## config.mk

```make
export PLATFORM = sky130hd
export DESIGN_NAME = icache_fetch
export DESIGN_NICKNAME = d
export VERILOG_FILES = /design/src/rtl/ifetch_pkg.sv /design/src/rtl/icache_line_array.sv /design/src/rtl/icache_fetch.sv
export SDC_FILE = /design/constraint.sdc
export NUM_CORES = 2
export LEC_CHECK = 0
export CAP_MARGIN = 20
export CORE_MARGIN = 1.5
export CORE_UTILIZATION = 35
export CTS_CLUSTER_DIAMETER = 120
export DETAILED_ROUTE_END_ITERATION = 8
export SYNTH_ARGS = -nofsm -noshare
export SYNTH_HDL_FRONTEND = slang
export SYNTH_SLANG_ARGS = --single-unit
export TNS_END_PERCENT = 5
```

## constraint.sdc

```tcl
create_clock -name clk -period 15.74 [get_ports clk]
set_clock_uncertainty 0.1 [all_clocks]
set_input_delay 3.148 -clock clk [delete_from_list [all_inputs] [get_ports clk]]
set_output_delay 3.148 -clock clk [all_outputs]
set_load 0.05 [all_outputs]
```

## src/rtl/ifetch_pkg.sv

```systemverilog
// Shared types and address-split helpers for the instruction fetch cache.
package ifetch_pkg;

    typedef enum logic [1:0] {
        IDLE,
        REFILL,
        WRITE
    } state_t;

    localparam int unsigned OFFSET_W = 4;
    localparam int unsigned BEATS    = 128 / 32;

    function automatic int unsigned idx_width(input int unsigned num_lines);
        return $clog2(num_lines);
    endfunction

    function automatic int unsigned tag_width(input int unsigned data_w,
                                              input int unsigned num_lines);
        return data_w - OFFSET_W - idx_width(num_lines);
    endfunction

endpackage

```

## src/rtl/icache_line_array.sv

```systemverilog
// Direct-mapped line storage: valid/tag/data flops, combinational read, one write port.
module icache_line_array
    import ifetch_pkg::*;
#(
    parameter int unsigned DATA_WIDTH       = 32,
    parameter int unsigned CACHE_LINE_WIDTH = 128,
    parameter int unsigned NUM_LINES        = 16,
    localparam int unsigned IDX_W           = idx_width(NUM_LINES),
    localparam int unsigned TAG_W           = tag_width(DATA_WIDTH, NUM_LINES)
) (
    input  logic                        clk,
    input  logic                        rst,
    input  logic [IDX_W-1:0]            rd_idx,
    output logic                        rd_valid,
    output logic [TAG_W-1:0]            rd_tag,
    output logic [CACHE_LINE_WIDTH-1:0] rd_line,
    input  logic                        we,
    input  logic [IDX_W-1:0]            wr_idx,
    input  logic [TAG_W-1:0]            wr_tag,
    input  logic [CACHE_LINE_WIDTH-1:0] wr_line
);

    logic [NUM_LINES-1:0]        valid_q;
    logic [TAG_W-1:0]            tag_q  [NUM_LINES];
    logic [CACHE_LINE_WIDTH-1:0] data_q [NUM_LINES];

    always_ff @(posedge clk) begin
        if (rst) begin
            valid_q <= '0;
        end else if (we) begin
            valid_q[wr_idx] <= 1'b1;
        end
    end

    // Tag and data need no reset: they are only trusted behind a set valid bit.
    always_ff @(posedge clk) begin
        if (we) begin
            tag_q[wr_idx]  <= wr_tag;
            data_q[wr_idx] <= wr_line;
        end
    end

    always_comb begin
        rd_valid = valid_q[rd_idx];
        rd_tag   = tag_q[rd_idx];
        rd_line  = data_q[rd_idx];
    end

endmodule

```

## src/rtl/icache_fetch.sv

```systemverilog
// Direct-mapped read-only instruction cache with a multi-beat refill FSM.
module icache_fetch
    import ifetch_pkg::*;
#(
    parameter int unsigned DATA_WIDTH       = 32,
    parameter int unsigned CACHE_LINE_WIDTH = 128,
    parameter int unsigned NUM_LINES        = 16,
    parameter int unsigned MEM_WIDTH        = 32
) (
    input  logic                        clk,
    input  logic                        rst,
    input  logic [DATA_WIDTH-1:0]       PC_in,
    input  logic                        rd_en,
    input  logic                        flush,
    output logic [CACHE_LINE_WIDTH-1:0] D_out,
    output logic                        d_out_valid,
    output logic                        icache_stall,
    output logic                        mem_req,
    output logic [DATA_WIDTH-1:0]       mem_addr,
    input  logic                        mem_rvalid,
    input  logic [MEM_WIDTH-1:0]        mem_rdata
);

    localparam int unsigned IDX_W  = idx_width(NUM_LINES);
    localparam int unsigned TAG_W  = tag_width(DATA_WIDTH, NUM_LINES);
    localparam int unsigned NBEATS = CACHE_LINE_WIDTH / MEM_WIDTH;
    localparam int unsigned CNT_W  = (NBEATS > 1) ? $clog2(NBEATS) : 1;
    localparam logic [DATA_WIDTH-1:0] LINE_MASK = ~DATA_WIDTH'(2 ** OFFSET_W - 1);
    localparam logic [CNT_W-1:0]      LAST_BEAT = CNT_W'(NBEATS - 1);

    state_t state, state_next;

    logic [CNT_W-1:0]            beat_cnt;
    logic [MEM_WIDTH-1:0]        refill_buf [NBEATS];
    logic [CACHE_LINE_WIDTH-1:0] fill_line;

    logic [IDX_W-1:0]            pc_idx;
    logic [TAG_W-1:0]            pc_tag;
    logic [IDX_W-1:0]            fill_idx;
    logic [TAG_W-1:0]            fill_tag;

    logic                        arr_valid;
    logic [TAG_W-1:0]            arr_tag;
    logic [CACHE_LINE_WIDTH-1:0] arr_line;
    logic                        arr_we;
    logic                        hit;
    logic                        capture;
    logic                        beat_fire;

    assign pc_idx    = PC_in[OFFSET_W +: IDX_W];
    assign pc_tag    = PC_in[DATA_WIDTH-1 -: TAG_W];
    assign fill_idx  = mem_addr[OFFSET_W +: IDX_W];
    assign fill_tag  = mem_addr[DATA_WIDTH-1 -: TAG_W];
    assign hit       = arr_valid && (arr_tag == pc_tag);
    assign beat_fire = (state == REFILL) && mem_rvalid;
    assign mem_req   = (state == REFILL);

    icache_line_array #(
        .DATA_WIDTH       (DATA_WIDTH),
        .CACHE_LINE_WIDTH (CACHE_LINE_WIDTH),
        .NUM_LINES        (NUM_LINES)
    ) u_array (
        .clk      (clk),
        .rst      (rst),
        .rd_idx   (pc_idx),
        .rd_valid (arr_valid),
        .rd_tag   (arr_tag),
        .rd_line  (arr_line),
        .we       (arr_we),
        .wr_idx   (fill_idx),
        .wr_tag   (fill_tag),
        .wr_line  (fill_line)
    );

    always_comb begin
        fill_line = '0;
        for (int unsigned i = 0; i < NBEATS; i++) begin
            fill_line[i*MEM_WIDTH +: MEM_WIDTH] = refill_buf[i];
        end
    end

    always_ff @(posedge clk) begin
        if (rst) begin
            state    <= IDLE;
            beat_cnt <= '0;
            mem_addr <= '0;
        end else begin
            state <= state_next;
            if (capture) begin
                mem_addr <= PC_in & LINE_MASK;
                beat_cnt <= '0;
            end else if (beat_fire) begin
                beat_cnt <= beat_cnt + CNT_W'(1);
            end
        end
    end

    always_ff @(posedge clk) begin
        if (!rst && beat_fire) begin
            refill_buf[beat_cnt] <= mem_rdata;
        end
    end

    // A flush never aborts REFILL/WRITE: the fetched line is still valid memory
    // data, and the redirected PC is looked up fresh once back in IDLE.
    always_comb begin
        state_next   = state;
        d_out_valid  = 1'b0;
        D_out        = '0;
        icache_stall = 1'b0;
        capture      = 1'b0;
        arr_we       = 1'b0;
        case (state)
            IDLE: begin
                if (rd_en && !flush) begin
                    if (hit) begin
                        d_out_valid = 1'b1;
                        D_out       = arr_line;
                    end else begin
                        icache_stall = 1'b1;
                        capture      = 1'b1;
                        state_next   = REFILL;
                    end
                end
            end
            REFILL: begin
                icache_stall = 1'b1;
                if (mem_rvalid && beat_cnt == LAST_BEAT) begin
                    state_next = WRITE;
                end
            end
            WRITE: begin
                icache_stall = 1'b1;
                arr_we       = 1'b1;
                state_next   = IDLE;
            end
            default: begin
                state_next = IDLE;
            end
        endcase
    end

endmodule

```

==> run_results.csv <==
group,metric,value,unit
outcome,status,"finished clean",
yosys,ys_ff_latch,2608,
yosys,synth.distinct_cells,50,
yosys,postSynthAreaPerCell,23.67,sq um
grt,overflow,0,
route,drtIter0Drc,4934,
pwr,p_leak,35.00,nW
clocking,cts-htree-levels,4,
clocking,numCtsBuffers,244,
pwr,finalPower,13.88,mW
floorplanning,die-width,535.3,um
pwr,ir_worst_vdd,101.4,uV
sta,finalCriticalPeriod,12.81,ns
worst_setup_path,r2r_setup_slack,11.05,ns
worst_setup_path,required,12.49,ns
route,avgRoutedWirePerCell,29.01,um
clocking,cts_setup_buffers,0,
sta,rsz0062_at_grt,"no",
clocking,cts_tree,"done",
yosys,ys_warn_count,0,
yosys,synth.area.top_cells,"edfxtp_1 (78%), mux4_2 (15%), mux2i_1 (1.5%)",
sta,setup_violations,0,
finish,fillers,24802,
route,viasPerCell,5.361,
worst_setup_path,cp_max_fo,67,
yosys,synth.cell_area,99150,sq um
route,wl,246.0,mm
route,drtAntennaViolNets,0,
route,vias,45447,
clocking,clock_path_buffers,4,
grt,grt_pass1_wl,346.1,mm
grt,antenna_found_initial,33,
grt,grt_pass1_vias,45915,
yosys,synth_common_cells,"edfxtp_1 (2560), mux4_2 (668), mux2i_1 (153), nor2b_1 (129), clkbuf_1 (93)",
clocking,clock_latency,0.86,ns
sta,worst_pin_slew,1.185,ns
worst_setup_path,worst_ep_arrival_time,9.56,ns
hold_path,hold_path_class,"reg2reg",
pwr,pwr_density_cell,122.4,nW/um^2
clocking,hold_buffers,0,
grt,grt_start_max_net_pins,139,
floorplanning,dieArea,286500,sq um
yosys,synth_ff_type,"edfxtp_1",
sta,final_max_slew_viol_count,0,
worst_setup_path,crit_type,"in2out",
sta,hold-worst-slack,0.3692,ns
sta,max_freq,78.05,MHz
yosys,yosysSeqAreaShare,78.50,%
floorplanning,initial_core_util,35.16,%
yosys,yosysMostFrequentCell,"edfxtp_1",
placement,portBuffers,223,
placement,hpwl,126.2,mm
sta,max-slew-margin-rel,20.98,%
floorplanning,ios,232,
finish,utilization,40.21,%
finish,drive_gt1_share,24.78,%
run,drv_cap,0,
finish,area_growth,14.38,%
yosys,async_flop_share,0,%
yosys,yosys.area.top_type,"edfxtp_1",
worst_setup_path,crit_path_end_kind,"primary output",
placement,gp_congestion,0.7182,
floorplanning,core,282000,sq um
clocking,cts_resized,0,
clocking,cts-root-buf,"clkbuf_16",
yosys,synth_cells,4189,
yosys,synth_edf_count,2560,
sta,finalCritPeriodShare,81.40,%
sta,timing.final.hold_violations,0,
route,drt_first_pass_iters,7,
clocking,clk_pin_slew_worst_paths,0.06,ns
clocking,cts_sinks,2608,
yosys,synth_top_area_share,77.53,%
route,drc,0,
worst_setup_path,start_kind,"input port",
grt,track_usage,16.96,%
floorplanning,rows,195,
sta,final.setup.tns,0,ns
floorplanning,chipHeight,535.3,um
finish,nNetsFinal,4612,
## cells by family after synthesis
logic type	count (synthesis)	synth area share (%)
buffers and inverters	229	1.126
and+or+nand+nor	341	1.900
muxes	837	16.90
adders and majority gates	8	0.1010
DFF	2608	78.50
other	1	0.003782
xor gates and xnor gates	32	0.2827
AOI/OAI and AO/OA	133	1.189
## path summary, 6_finish.rpt
path                           start                endpoint  depth (start not counted)
hold reg to reg   u_array.valid_q[6]      u_array.valid_q[6]                          2
hold / removal    u_array.valid_q[6]      u_array.valid_q[6]                          2
setup reg to reg            state[0]  u_array.data_q[9][127]                          7
setup / recovery            PC_in[6]              D_out[125]                         13
## area by class of cell
class                   instances  area (sq um)  share of cell area [%]
repair buffers                317          3074                   2.711
clock buffers                 301          6391                   5.635
inverters                       9         42.54                 0.03751
flip-flops and latches       2608         77830                   68.63
multi-input cells            1355         20340                   17.93
diodes                          9         22.52                 0.01986
clock inverters               135          1028                  0.9068
well taps                    3743          4683                   4.129
## per-stage QoR
step	setup slack (ns)	std cells	cell area [sq um]
CTS	2.881	8468	113400
floorplan	3.405	4192	99170
global placement	2.920	8032	106000
finish	2.928	8477	113400
global route	2.710	8470	113400
detailed placement	2.894	8032	106000
## registers in the layout, indices dropped and copies added, names as in the netlist
signal / cells
refill_buf: 128
u_array.valid_q: 16
u_array.tag_q: 384
mem_addr: 28
u_array.data_q: 2048
beat_cnt: 2
state: 2
## worst max-delay path, cell delays in order
cell and delay (ns):
buf_8 0.60, buf_4 0.77, nor2b_1 0.31, a221oi_2 0.41, o221ai_1 0.23, o22ai_1 0.24, nand4_1 0.18, nor4_2 0.41
nand4_2 0.31, or2_4 0.58, buf_4 0.49, a211oi_2 0.76, clkdlybuf4s50_1 0.97
## power by group
group,leakage [nW],switching (mW),total (mW),internal (mW)
combinational,7.70,0.368,0.636,0.268
sequential,23.7,0.0400,7.66,7.62
clock,3.63,2.48,5.58,3.11
## routing by layer
layer | up-vias | routed length, um | track usage, %
met1 | 25011 | 106900 | 24.80
met4 | 4 | 4405 | 3.588
met5 | - | 21 | 0
met3 | 283 | 18870 | 3.055
li1 | 18429 | - | -
met2 | 1720 | 115700 | 26.55
## cells in the final DEF (no fill, tap or decap), types with 5 or more instances in the layout
cell	instances
a211oi_1	35
a211oi_2	39
a21oi_1	6
a221oi_1	7
a22oi_1	5
and3_1	14
buf_12	10
buf_4	84
bufinv_16	15
clkbuf_1	51
clkbuf_16	245
clkbuf_8	5
clkdlybuf4s50_1	218
clkinv_1	66
clkinv_2	40
clkinvlp_4	6
dfxtp_1	48
diode_2	9
edfxtp_1	2560
ha_1	8
inv_1	7
inv_6	7
mux2_2	16
mux2i_1	153
mux4_2	668
nand2_1	47
nand2b_1	66
nand3_1	7
nor2_1	43
nor2_4	12
nor2b_1	129
o21ai_0	5
o22ai_1	17
xnor2_1	27
xor2_1	5
No activity file was read; power rests on OpenSTA's default activity.
